$ cat config.mk
export PLATFORM = sky130hd
export DESIGN_NAME = ntt_stage_sequencer
export DESIGN_NICKNAME = d
export VERILOG_FILES = /design/src/rtl/ntt_stage_sequencer.sv
export SDC_FILE = /design/constraint.sdc
export NUM_CORES = 1
export LEC_CHECK = 0
export ABC_CLOCK_PERIOD_IN_PS = 3500
export CORE_UTILIZATION = 50
export DETAILED_ROUTE_END_ITERATION = 12
export PLACE_DENSITY = 0.68
export SLEW_MARGIN = 40
export SYNTH_ARGS = -nofsm -noshare
export SYNTH_HDL_FRONTEND = slang
export SYNTH_SLANG_ARGS = --single-unit
$ cat constraint.sdc
create_clock -name clk -period 3.5 [get_ports clk]
set_input_delay 0.7 -clock clk [delete_from_list [all_inputs] [get_ports clk]]
set_output_delay 0.7 -clock clk [all_outputs]
set_load 0.01 [all_outputs]
$ cat src/rtl/ntt_stage_sequencer.sv
// NTT iteration sequencer: INIT, then per-stage READ/DRAIN/COMMIT
// passes over BU_PER_ITE butterflies, finishing with a done pulse.
module ntt_stage_sequencer #(
    parameter int D_WIDTH     = 16,
    parameter int MAX_ITE     = 3,
    parameter int BU_PER_ITE  = 64,
    parameter int INIT_CYCLES = 256
) (
    input  logic               clk,
    input  logic               rst,
    input  logic               start,
    input  logic [D_WIDTH-1:0] ite_num,
    input  logic               BN_MA_out_en,
    input  logic               ntt_done,
    output logic               TF_init_base,
    output logic               TF_init_const,
    output logic               TF_ren,
    output logic               TF_wen,
    output logic [D_WIDTH-1:0] it_depth_cnt,
    output logic               AGU_enable,
    output logic               r_enable,
    output logic               w_enable,
    output logic               ntt_enable,
    output logic               busy,
    output logic               done,
    output logic               err
);

    typedef enum logic [2:0] {
        S_IDLE,
        S_INIT,
        S_READ,
        S_DRAIN,
        S_COMMIT,
        S_DONE
    } state_t;

    localparam logic [D_WIDTH-1:0] ONE       = D_WIDTH'(1);
    localparam logic [D_WIDTH-1:0] BU_LAST   = D_WIDTH'(BU_PER_ITE - 1);
    localparam logic [D_WIDTH-1:0] BU_FULL   = D_WIDTH'(BU_PER_ITE);
    localparam logic [D_WIDTH-1:0] INIT_LAST = D_WIDTH'(INIT_CYCLES - 1);
    localparam logic [D_WIDTH-1:0] ITE_MAX   = D_WIDTH'(MAX_ITE);

    state_t             state;
    logic [D_WIDTH-1:0] init_cnt;
    logic [D_WIDTH-1:0] bu_cnt;
    logic [D_WIDTH-1:0] wr_cnt;
    logic [D_WIDTH-1:0] stage;
    logic [D_WIDTH-1:0] ite_eff;
    logic [D_WIDTH-1:0] ite_sat;
    logic               err_q;
    logic               ntt_en_q;
    logic               active;

    assign ite_sat = (ite_num == '0) ? ONE :
                     (ite_num > ITE_MAX) ? ITE_MAX : ite_num;

    assign active        = (state == S_READ) || (state == S_DRAIN);
    assign r_enable      = (state == S_READ) && BN_MA_out_en;
    assign w_enable      = ntt_done && active && (wr_cnt < BU_FULL);
    assign TF_ren        = r_enable;
    assign TF_init_base  = (state == S_INIT);
    assign TF_init_const = (state == S_INIT);
    assign TF_wen        = (state == S_COMMIT);
    assign AGU_enable    = active;
    assign done          = (state == S_DONE);
    assign busy          = (state != S_IDLE);
    assign ntt_enable    = ntt_en_q;
    assign err           = err_q;
    assign it_depth_cnt  = (active || state == S_COMMIT) ? stage : '0;

    always_ff @(posedge clk) begin
        if (rst) begin
            state    <= S_IDLE;
            init_cnt <= '0;
            bu_cnt   <= '0;
            wr_cnt   <= '0;
            stage    <= '0;
            ite_eff  <= '0;
            err_q    <= 1'b0;
            ntt_en_q <= 1'b0;
        end else begin
            ntt_en_q <= r_enable;
            if (state == S_IDLE && start)
                err_q <= 1'b0;
            // a stray result outranks the clear of a same-cycle start
            if (ntt_done && !w_enable)
                err_q <= 1'b1;
            if (w_enable)
                wr_cnt <= wr_cnt + ONE;
            case (state)
                S_IDLE: begin
                    if (start) begin
                        ite_eff  <= ite_sat;
                        init_cnt <= '0;
                        state    <= S_INIT;
                    end
                end
                S_INIT: begin
                    if (init_cnt == INIT_LAST) begin
                        init_cnt <= '0;
                        bu_cnt   <= '0;
                        wr_cnt   <= '0;
                        stage    <= '0;
                        state    <= S_READ;
                    end else begin
                        init_cnt <= init_cnt + ONE;
                    end
                end
                S_READ: begin
                    if (r_enable) begin
                        if (bu_cnt == BU_LAST) begin
                            bu_cnt <= '0;
                            state  <= S_DRAIN;
                        end else begin
                            bu_cnt <= bu_cnt + ONE;
                        end
                    end
                end
                S_DRAIN: begin
                    if (wr_cnt == BU_FULL ||
                        (w_enable && wr_cnt == BU_LAST))
                        state <= S_COMMIT;
                end
                S_COMMIT: begin
                    wr_cnt <= '0;
                    if (stage == ite_eff - ONE) begin
                        state <= S_DONE;
                    end else begin
                        stage <= stage + ONE;
                        state <= S_READ;
                    end
                end
                S_DONE: begin
                    stage <= '0;
                    state <= S_IDLE;
                end
                default: state <= S_IDLE;
            endcase
        end
    end

endmodule

==> results of run 1 <==
kinds of logic after synthesis:
family / count (synthesis) / share of synthesized area, %
simple gates: 275 / 33.2
compound gates: 110 / 15.0
flops: 85 / 37.1
buf+inv: 42 / 5.05
xor+xnor: 35 / 6.86
fa+ha+maj: 6 / 1.64
mux: 5 / 1.09
worst max-delay path, delay by kind of cell (launching register included):
kind	cells	cell delay [ps]
and+or+nand+nor	3	1250
DFF	1	320
buffers and inverters	1	600
flip-flops by register name (all words and copies together), names as in the netlist:
register,cells
bu_cnt,16
ntt_enable,1
init_cnt,16
stage,16
state,3
wr_cnt,16
err,1
ite_eff,16
layer usage:
| layer | share of wire (%) | track usage [%] |
|---|---|---|
| met1 | 49 | 30.9 |
| met4 | 1.5 | 7.11 |
| met2 | 45 | 34.8 |
| met5 | 0 | 0 |
| met3 | 4.1 | 5.04 |
cells in the final DEF (no fill, tap or decap), types with 4 or more instances in the layout:
master and instances:
and4_1 4, mux2i_1 5, o21ai_1 6, or3_1 11, nor2b_1 15, and2_1 28
o21ai_0 21, nand3_1 20, nand3b_1 4, dfxtp_1 85, inv_1 14, nor3_1 9
clkdlybuf4s50_1 47, a21oi_1 40, nor2_1 71, xnor2_1 14, and3_1 12, nor3b_1 4
or3_2 5, nor4_1 8, o31ai_1 6, nand4_1 14, xor2_1 20, clkbuf_8 9
ha_1 6, buf_4 7, nand2b_1 4, or4_1 6, a31oi_1 7, nand2_1 39
power by group:
group          internal (W)  total [W]  switching (W)
Combinational      0.000351   0.000871       0.000520
Clock              0.000405   0.000768       0.000363
Sequential          0.00100    0.00107      0.0000604
Yosys cell counts (all sizes together), types with 3 or more instances:
master and n:
and2 28, and3b 3, dfxtp 85, nand3 20, ha 6, and4 4, nor2 71, nand4 15
inv 15, nor3b 5, o211ai 3, nor4 9, nand2b 4, a21oi 41, buf 9, nor2b 15
and3 13, xor2 20, xnor2 15, nand3b 4, clkbuf 18, o31ai 6, a211oi 3, nand2 39
o21ai 28, nor3 11, or2 4, a31oi 7, or4 8, or3 16, mux2i 5, a21o 4
a221oi 3
layout make-up:
type,instances,area [sq um],share of cell area [%]
repair buffers,54,523,9.91
flip-flops and latches,85,1700,32.2
clock buffers,11,131,2.49
well taps,108,135,2.56
clock inverters,5,83.8,1.59
inverters,15,56.3,1.07
multi-input cells,431,2650,50.2
per-stage QoR:
stage / utilization, % / cell area, sq um
after CTS: 59.9 / 5280
after detailed placement: 57.5 / 5060
after floorplan: - / 4580
after global routing: 59.9 / 5280
final: 59.9 / 5280
after global placement: 57.5 / 5060
worst paths after layout:
kind	slack [ps]	startpoint	end
hold reg to reg	470	wr_cnt[8]	wr_cnt[8]
setup / recovery	280	wr_cnt[11]	w_enable
hold / removal	470	wr_cnt[8]	wr_cnt[8]
setup reg to reg	490	ite_eff[0]	stage[15]
==> run metrics, run 1 <==
Post-synth EDFFs 0; Total Neg Setup Slack 0 ps; clock latency on the worst-skew pair 360 ps; Post-DRT Antenna Nets 0; RSZ-0062 raised after global routing no; Netlist cell types 72; TritonRoute pass-1 iters 8; die area 9550 sq um; top post-synthesis cells by area dfxtp_1 (37%), nor2_1 (5.8%), a21oi_1 (4.4%); Period minus WS final 3220 ps; Final Cycle Share 92.1%; Yosys warnings 0; crit-path max FO 7; Crit. End Element output pin; Final Hold Slack 466 ps; Yosys reg bits 85; Starting Density 52.0%; Nets 623; Filler cells 804; worst r2r path cells 11; dominant synthesized flop cell dfxtp_1; Setup Viol. Count Final 0; total I/O pin count 48; number of buffers created by CTS 9; pre-CTS setup slack 524 ps; CTS tree done; WS Path Type reg2out; Hold Vio Cnt, Final 0; Final Slew Violations 0; dpl cells 693; DR WL/cell 14.8 um; drc violations 2; cell accounting for the most synthesized area dfxtp_1; Hold-fix buffers, CTS 0; Arr. time, crit path 2520 ps; post-CTS sizing 0; fmax 0.310 GHz; CTS Buffer Depth 2; clk sinks 85; Post-Synthesis Cells 558; leakage power 1.92 nW; initial DRC count 203; Pwr Density 512 nW/um^2; Synth Net Count 585; largest net degree at the start of global routing 26; Post-CTS Setup Bufs 0; total power 0.00270 W; Cell Area, Synth 4580 sq um; Slew HR 57.2%; worst slew pin tran 639 ps; first-pass GRT wire length 17400 um; CP Data Required Time 2800 ps; setup ws final 276 ps; CP Cell Sequence or4_1 > nor4_1 > and4b_1 > clkdlybuf4s50_1; Hold Path Depth 1; violated checks design-rule violations; worst hold path type reg2reg; number of global-route vias before repair 3685; initial antenna violation count 0; startpoint types flop; core area 8810 sq um; ys async rst share 0%; buffers added on ports 47; grt total ovfl 0; gp weighted congestion 0.859; number of diodes 0; GRT Util Overall 22.4%; Mapped Avg Cell Area 8.21 sq um; Clock Tree Root clkbuf_8; post-route insts no fill 709; slowest CP cell clkdlybuf4s50_1; outcome finished, violations left; DRT Wirelength 10500 um; Post-Route Skew 7.41 ps; Worst VDD drop 0.226 mV; synth-to-layout area growth 15.2%; max-cap check violation count 0; # rows 34; layout cell share with drive strength beyond 1 8.32%; post-synth top area share 37.1%; via count 4102; Chip Height 97.7 um; sequential area share after synthesis 37.1%; H-tree Lvls 3; chip width 97.7 um; CP max stage delay 600 ps; dpl hpwl 7630 um; routed vias/inst 5.79; Reg clk slew, reported paths 90 ps
Power figures use the tool's default switching activity.
==> inputs of run 2 (changes only) <==
SKIP_LAST_GASP = 1   (was default)
==> results of run 2 <==
No change in the layout: final DEF, timing and power equal those of run 1.
==> inputs of run 3 (changes only) <==
ABC_CLOCK_PERIOD_IN_PS = 3110   (was 3500)
CORE_UTILIZATION = 55   (was 50)
PLACE_DENSITY = 0.74   (was 0.68)
clock period = 3.11 ns   (was 3.5 ns; I/O delays follow)
==> run 3 against run 2 <==
Compared with the run above: the flow now finishes without violations; highest routed layer unchanged; non-clock buffer count up 4; critical path type unchanged; global-route usage grew 3.3 points; first-iteration DRC count grew 5.4%.
==> run metrics, run 3 (synthesis gave the netlist of run 1 again) <==
Setup crit start wr_cnt[11]; Clock Tree Root clkbuf_8; WS Path Type reg2out; initial DRC count 214 (+5.4%); first-pass GRT wire length 17700 um (+1.6%); CP max stage delay 540 ps (-60 ps); DR WL/cell 15.1 um (+1.7%); largest net degree at the start of global routing 21 (-19%); RR Startpoint ite_eff[0]; Crit. End Element output pin; Final Cycle Share 95.0%; number of buffers created by CTS 9 (unchanged); gr busiest metal met2; grt met2 use 41.0% (+6.2 points); GRT Util Overall 25.7% (+3.3 points); core area 7890 sq um (-10%); H-tree Lvls 3 (unchanged); fmax 0.338 GHz; routed vias/inst 5.90 (+2.0%); Nets 627 (+0.64%); number of diodes 0 (unchanged); leakage power 1.97 nW (+2.2%); dpl hpwl 7780 um (+2.0%); Hold Vio Cnt, Final 0 (unchanged); Final Slew Violations 0 (unchanged); buffers added on ports 47 (unchanged); Post-CTS Setup Bufs 0 (unchanged); reg-to-reg endpoint stage[15]; grt total ovfl 0 (unchanged); Worst VDD drop 0.313 mV (+39%); gp weighted congestion 0.849 (-1.2%); # rows 32 (-5.9%); Pwr Density 579 nW/um^2 (+13%); total power 0.00309 W (+14%); Reg clk slew, reported paths 90 ps (about the same); met3 Track Usage GR 6.67% (+1.6 points); initial antenna violation count 0 (unchanged); Chip Height 93.3 um (-4.6%); crit-path max FO 2 (-5); CTS Buffer Depth 2 (unchanged); layout cell share with drive strength beyond 1 9.92% (+1.6 points); Arr. time, crit path 2330 ps (-190 ps); register area 1700 sq um (unchanged); Setup Viol. Count Final 0 (unchanged); synth-to-layout area growth 16.5%; Total Neg Setup Slack 0 ps (unchanged); Slew HR 56.3% (-0.96 points); Filler cells 668 (-17%); commonest non-fill, non-tap cell in the layout dfxtp_1; reg-to-reg slack, setup 200 ps (-290 ps); startpoint types flop; slowest CP cell clkdlybuf4s50_1; number of global-route vias before repair 3836 (+4.1%); clk sinks 85 (unchanged); die area 8700 sq um (-8.9%); Setup crit end w_enable; outcome finished clean; via count 4173 (+1.7%); commonest non-fill, non-tap cells in the layout dfxtp_1 (85), nor2_1 (70), clkdlybuf4s50_1 (47), a21oi_1 (40), nand2_1 (39); total I/O pin count 48 (unchanged); drc violations 0 (-2); CP Cell Sequence or4_1 > nor4_1 > and4b_1 > clkdlybuf4s50_1; worst slew pin tran 654 ps (+14.3 ps); max-cap check violation count 0 (unchanged); TritonRoute pass-1 iters 5 (-3); Multi-input gate area 2670 sq um (+0.85%); worst r2r path cells 11 (unchanged); CTS tree done; Starting Density 58.1% (+6.1 points); Period minus WS final 2950 ps; Post-Route Skew 6.34 ps (-1.08 ps); clock latency on the worst-skew pair 360 ps (about the same); M1 GR Usage 33.9% (+2.9 points); worst hold path type reg2reg; DRT Wirelength 10600 um (+1.4%); Post-DRT Antenna Nets 0 (unchanged); CP Data Required Time 2490 ps (-310 ps); chip width 93.3 um (-4.6%); RSZ-0062 raised after global routing no
-- run 3: cell count changes in the layout (fill, tap and decap cells not counted), sizes merged --
cell / change
clkinv: +1
inv: +2
buf: +4
clkinvlp: -2
bufinv: -1
-- run 3: final cells by class --
| cell class | instances | share of cell area (%) |
|---|---|---|
| sequential | 85 | 31.9 |
| clock inverter | 5 | 1.22 |
| timing repair buffer | 58 | 10.6 |
| multi-input combinational | 431 | 50.0 |
| clock buffer | 11 | 2.84 |
| tap | 102 | 2.39 |
| inverter | 15 | 1.05 |
-- run 3: how the worst min path moves through the flow --
stage          cells after the start  slack (ps)          to        from
3_5_place_dp                       1         440  wr_cnt[13]  wr_cnt[13]
5_1_grt                            2         490         err         err
3_3_place_gp                       1         430   wr_cnt[9]   wr_cnt[9]
4_1_cts                            1         470  wr_cnt[14]  wr_cnt[14]
2_1_floorplan                      1         420  wr_cnt[13]  wr_cnt[13]
6_report                           1         460  wr_cnt[13]  wr_cnt[13]
-- run 3: worst max-delay path, delay by kind of cell, from the launching register on --
| family | cells | cell delay, ps |
|---|---|---|
| buf+inv | 1 | 540 |
| flops | 1 | 310 |
| simple gates | 3 | 1120 |
-- run 3: routing by layer --
layer / vias to the layer above / wire length, um
met3: 17 / 541
met5: - / 0
met2: 106 / 4940
met1: 1984 / 4980
met4: 0 / 178
li1: 2066 / -
-- run 3: power by group --
part           switching [W]  internal, W  leakage (nW)
clock network       0.000419     0.000425         0.111
logic               0.000619     0.000439          1.17
registers          0.0000565      0.00113         0.686
-- run 3: stage by stage --
step / hold WS, ps / worst slack (ps) / instance area, sq um / util (%) / std cells
floorplan: 420 / 385 / 4580 / - / 558
global placement: 435 / 252 / 5100 / 64.6 / 691
detailed placement: 438 / 127 / 5100 / 64.7 / 691
CTS: 465 / 76.1 / 5320 / 67.4 / 707
global route: 489 / 33.8 / 5340 / 67.7 / 707
finish: 460 / 155 / 5340 / 67.7 / 707
-- run 3: what timing repair did --
item                                    CTS  global route
gates resized for setup                   0             4
endpoints found under the setup margin    0            11
hold endpoints to repair                  0             0
hold buffers                              0             0
